--- src/rtl/cpu_pkg.sv ---
// rtl/cpu_pkg.sv - shared fetch-control encodings, FSM states and default vectors
package cpu_pkg;

  localparam logic [1:0] PC_INC  = 2'b00;
  localparam logic [1:0] PC_LOAD = 2'b01;
  localparam logic [1:0] PC_HOLD = 2'b10;

  localparam logic [31:0] RESET_VECTOR_DEFAULT = 32'h0000_0000;
  localparam logic [31:0] TRAP_VECTOR_DEFAULT  = 32'h0000_0100;

  typedef enum logic [1:0] {
    ST_BOOT   = 2'd0,
    ST_RUN    = 2'd1,
    ST_FLUSH  = 2'd2,
    ST_HALTED = 2'd3
  } fetch_state_e;

endpackage

--- src/rtl/fetch_controller.sv ---
// rtl/fetch_controller.sv - PC sequencer arbitrating boot, trap, branch, stall and halt
// Drives fetch_stage PC_op/PC_in combinationally and owns the wrong-path flush window.
module fetch_controller
  import cpu_pkg::*;
#(
  parameter logic [31:0] RESET_VECTOR = RESET_VECTOR_DEFAULT,
  parameter logic [31:0] TRAP_VECTOR  = TRAP_VECTOR_DEFAULT,
  parameter int unsigned FLUSH_CYCLES = 2
) (
  input  logic        clk,
  input  logic        rst,
  input  logic        stall_req,
  input  logic        branch_taken,
  input  logic [31:0] branch_target,
  input  logic        trap_req,
  input  logic        halt_req,
  input  logic        resume,
  output logic [1:0]  PC_op,
  output logic [31:0] PC_in,
  output logic        fetch_valid,
  output logic        flush,
  output logic        halted,
  output logic [15:0] redirect_count
);

  localparam logic [3:0] FLUSH_INIT = 4'(FLUSH_CYCLES);

  fetch_state_e state_q, state_d;
  logic [3:0]   cnt_q, cnt_d;
  logic [15:0]  redirect_count_q, redirect_count_d;
  logic         redirect;

  always_ff @(posedge clk or negedge rst) begin
    if (!rst) begin
      state_q          <= ST_BOOT;
      cnt_q            <= '0;
      redirect_count_q <= '0;
    end else begin
      state_q          <= state_d;
      cnt_q            <= cnt_d;
      redirect_count_q <= redirect_count_d;
    end
  end

  always_comb begin
    state_d     = state_q;
    cnt_d       = cnt_q;
    PC_op       = PC_INC;
    PC_in       = '0;
    fetch_valid = 1'b0;
    halted      = 1'b0;
    redirect    = 1'b0;

    unique case (state_q)
      ST_BOOT: begin
        PC_op   = PC_LOAD;
        PC_in   = RESET_VECTOR;
        state_d = ST_FLUSH;
        cnt_d   = FLUSH_INIT;
      end
      ST_RUN, ST_FLUSH: begin
        fetch_valid = (state_q == ST_RUN);
        if (trap_req || branch_taken) begin
          // Trap outranks branch; either reopens a full flush window.
          PC_op    = PC_LOAD;
          PC_in    = trap_req ? TRAP_VECTOR : (branch_target & ~32'h3);
          redirect = 1'b1;
          state_d  = ST_FLUSH;
          cnt_d    = FLUSH_INIT;
        end else if (state_q == ST_RUN && halt_req) begin
          PC_op   = PC_HOLD;
          state_d = ST_HALTED;
        end else if (stall_req) begin
          PC_op = PC_HOLD;
        end else if (state_q == ST_FLUSH) begin
          cnt_d = cnt_q - 4'd1;
          if (cnt_q <= 4'd1) begin
            state_d = ST_RUN;
          end
        end
      end
      ST_HALTED: begin
        halted = 1'b1;
        PC_op  = PC_HOLD;
        if (trap_req) begin
          PC_op    = PC_LOAD;
          PC_in    = TRAP_VECTOR;
          redirect = 1'b1;
          state_d  = ST_FLUSH;
          cnt_d    = FLUSH_INIT;
        end else if (resume) begin
          PC_op   = PC_INC;
          state_d = ST_RUN;
        end
      end
      default: state_d = ST_BOOT;
    endcase

    redirect_count_d = redirect_count_q;
    if (redirect && redirect_count_q != 16'hFFFF) begin
      redirect_count_d = redirect_count_q + 16'd1;
    end
  end

  assign flush          = redirect;
  assign redirect_count = redirect_count_q;

endmodule
--- config.mk ---
export PLATFORM = sky130hd
export DESIGN_NAME = fetch_controller
export DESIGN_NICKNAME = d
export VERILOG_FILES = /design/src/rtl/cpu_pkg.sv /design/src/rtl/fetch_controller.sv
export SDC_FILE = /design/constraint.sdc
export NUM_CORES = 1
export LEC_CHECK = 0
export BUFFER_PORTS_ARGS = -buffer_cell sky130_fd_sc_hd__buf_2
export CAP_MARGIN = 30
export CORE_MARGIN = 4
export CORE_UTILIZATION = 35
export DETAILED_ROUTE_END_ITERATION = 12
export GPL_TIMING_DRIVEN = 0
export PLACE_DENSITY_LB_ADDON = 0.3
export SYNTH_ARGS = -nofsm -noshare
export SYNTH_HDL_FRONTEND = slang
export SYNTH_SLANG_ARGS = --single-unit
--- constraint.sdc ---
create_clock -name clk -period 2.8 [get_ports clk]
set_clock_uncertainty 0.1 [all_clocks]
set_input_delay 0.14 -clock clk [delete_from_list [all_inputs] [get_ports clk]]
set_output_delay 0.14 -clock clk [all_outputs]
set_load 0.05 [all_outputs]
==> impl_results.md <==
* Yosys top cell area share at 0.353
* Worst-case vdd ir drop at 0.739 mV
* Vias post-DR at 1,545
* Global route total overflow at 0
* Worst R2R Start: state_q[0]
* CTS tree: done
* Vias/cell at 5.00
* Most frequent cell after synthesis: and2_1
* Slew Viols, Final at 0
* DR iter-0 viols at 53
* Clock sinks at 22
* DP Area at 0.00206 mm²
* Design area at 0.00212 mm²
* PortBufs at 87
* Crit path launch: state_q[0]
* P per Cell Area at 886 mW/mm²
* CP most frequent cell: buf_2
* HPWL after DPL at 3490 µm
* Slew headroom at 0.644
* Cell row count at 23
* Initial antenna violation count at 0
* Max Clk Rate at 391 MHz
* Asr flop ratio synth at 1.00
* Die H at 74.7 µm
* Syn Area/Cell at 9.33 µm²
* Slowest CP cell: dfrtp_1
* Synth warn at 0
* Leak pwr at 1.12 nW
* Crit path launch type: flop
* EDFF count, synth at 0
* Routed wire per std cell at 14.0 µm
* Tot GR Track Use at 0.149
* Utilization after layout at 0.511
* Ports at 92
* TritonRoute pass-1 iters at 4
* Placer Congestion at 0.788
* Mapped cell area at 0.00156 mm²
* Worst-Skew Late Latency at 250 ps
* Critical-path cell list: inv_1 > ha_1 > nand2b_1 > nor3b_4 > buf_2 > and2_1 > buf_2
* Crit Path Max Fanout at 10
* Max Cap Viol at 0
* Area of the die at 0.00558 mm²
* Via count of the first global-routing pass at 1,483
* Required @ worst endpoint at 2560 ps
* Commonest cells in the synthesized netlist: and2_1 (31), dfrtp_1 (22), xnor2_1 (14)
* Post-synth top area cell: dfrtp_1
* Final nets at 308
* Distinct cell type count after synthesis at 40
* Worst-path clk slew at 70 ps
* Global-route wire length before repair at 6570 µm
* Worst-margin pin slew at 534 ps
* Area delta synth->final at 35.9%
* CTS Root Cell: clkbuf_8
* Hold slack at 201 ps
* Number of CTS-inserted buffers at 3
* CP Class: reg2out
* #FFs+latches synth at 22
* Core area at 0.00414 mm²
* Antenna-violating nets left at 0
* Die X at 74.7 µm
* Detailed-route DRC error count at 0
* Post-route setup TNS at 0 ps
* Fin crit share at 0.913
* Ratio of cells with drive above 1 in the final layout at 0.386
* Synth top area cells: dfrtp_1 (35%), and2_1 (12%), xnor2_1 (7.9%)
* R2R Setup Slk at 660 ps
* Fillers at 431
* Worst Hold Class: in2reg
* Ys flop type: dfrtp_1
* Final Hold Vio Count at 0
* Mapped Cells at 167
* RSZ-0062 raised after global routing: false
* Clk buf depth at 2
* Register area share after synthesis at 0.353
* Initial core utilization at 0.376
* Buffers inserted by post-CTS timing repair at 0
* Total power at 1.88 mW
* Crit end category: output pin
* Setup violations, final at 0
* Antenna diode count at 0
* Outcome: completed
* H-tree depth at 1
* Largest net degree at the start of global routing at 23
* Hold_sp: trap_req
* Post-layout min period at 2560 ps
* Total Routed Length at 4310 µm
* Arrival time at the worst endpoint at 2320 ps
* CP peak stage delay at 420 ps
## worst max-delay path: cells and delay by family (launching register included)
family                   cells  cell delay [ps]
AND/OR/NAND/NOR              3              690
flip-flops                   1              420
adder cells (fa/ha/maj)      1              360
buffers and inverters        3              600
## cell families (layout without fill, tap and decap cells)
| logic type | Yosys count | count (layout) | synth area share |
|---|---|---|---|
| other cells | 1 | 2 | 0.00241 |
| simple gates | 80 | 80 | 0.300 |
| compound gates | 24 | 24 | 0.130 |
| xor+xnor | 16 | 16 | 0.0900 |
| fa+ha+maj | 8 | 8 | 0.0643 |
| buf+inv | 13 | 104 | 0.0385 |
| mux | 3 | 3 | 0.0209 |
| flops | 22 | 22 | 0.353 |
## layout make-up
class                   instances  area [µm²]  area share
multi-input cells             133         957       0.452
flip-flops and latches         22         551       0.260
repair buffers                 88         445       0.210
well taps                      50        62.6      0.0296
clock buffers                   3        41.3      0.0195
plain buffers                   7        37.5      0.0177
inverters                       6        22.5      0.0106
## flip-flops by register name (all words and copies together) (netlist names)
| signal | cells |
|---|---|
| cnt_q | 4 |
| redirect_count | 16 |
| state_q | 2 |
## routing by layer
layer,vias to the layer above,global-route usage,wire length [µm]
li1,769,-,-
met1,710,0.170,1680
met2,64,0.290,2170
met3,2,0.0200,450
met4,0,0.0356,18
met5,-,0,0
## final timing paths
check | end | depth (start not counted)
setup / recovery | PC_in[14] | 7
hold / removal | cnt_q[0] | 3
setup reg to reg | state_q[0] | 6
hold reg to reg | redirect_count[14] | 1
max in group asynchronous | redirect_count[13] | 2
min in group asynchronous | redirect_count[1] | 2
## metrics by stage
step / cells / setup WS (ps)
final: 309 / 244
after global routing: 309 / 34.0
after CTS: 309 / 109
after detailed placement: 305 / 402
after global placement: 305 / 462
after floorplan: 168 / 294
## what timing repair did
item	in CTS	in global routing
gates resized for setup	0	1
hold buffers	1	0
hold endpoints to repair	22	0
endpoints found under the setup margin	0	11
## cell usage in the layout (no fill, tap or decap), drive strengths merged, types with 2 or more instances in the layout
cell,n
a211o,2
a21oi,6
and2,31
and3,7
and4,2
buf,92
clkbuf,5
conb,2
dfrtp,22
ha,8
inv,6
mux2,2
nand2,7
nand2b,4
nand3,5
nand4,9
nor2,8
nor3,2
o2111ai,2
o211ai,3
o21ai,3
o32a,2
xnor2,14
xor2,2
## where the power goes
part	switching [mW]	internal, mW
combinational	0.893	0.339
sequential	0.0741	0.381
clock	0.0936	0.0957
total	1.06	0.816
(Power assumes the default switching activity.)
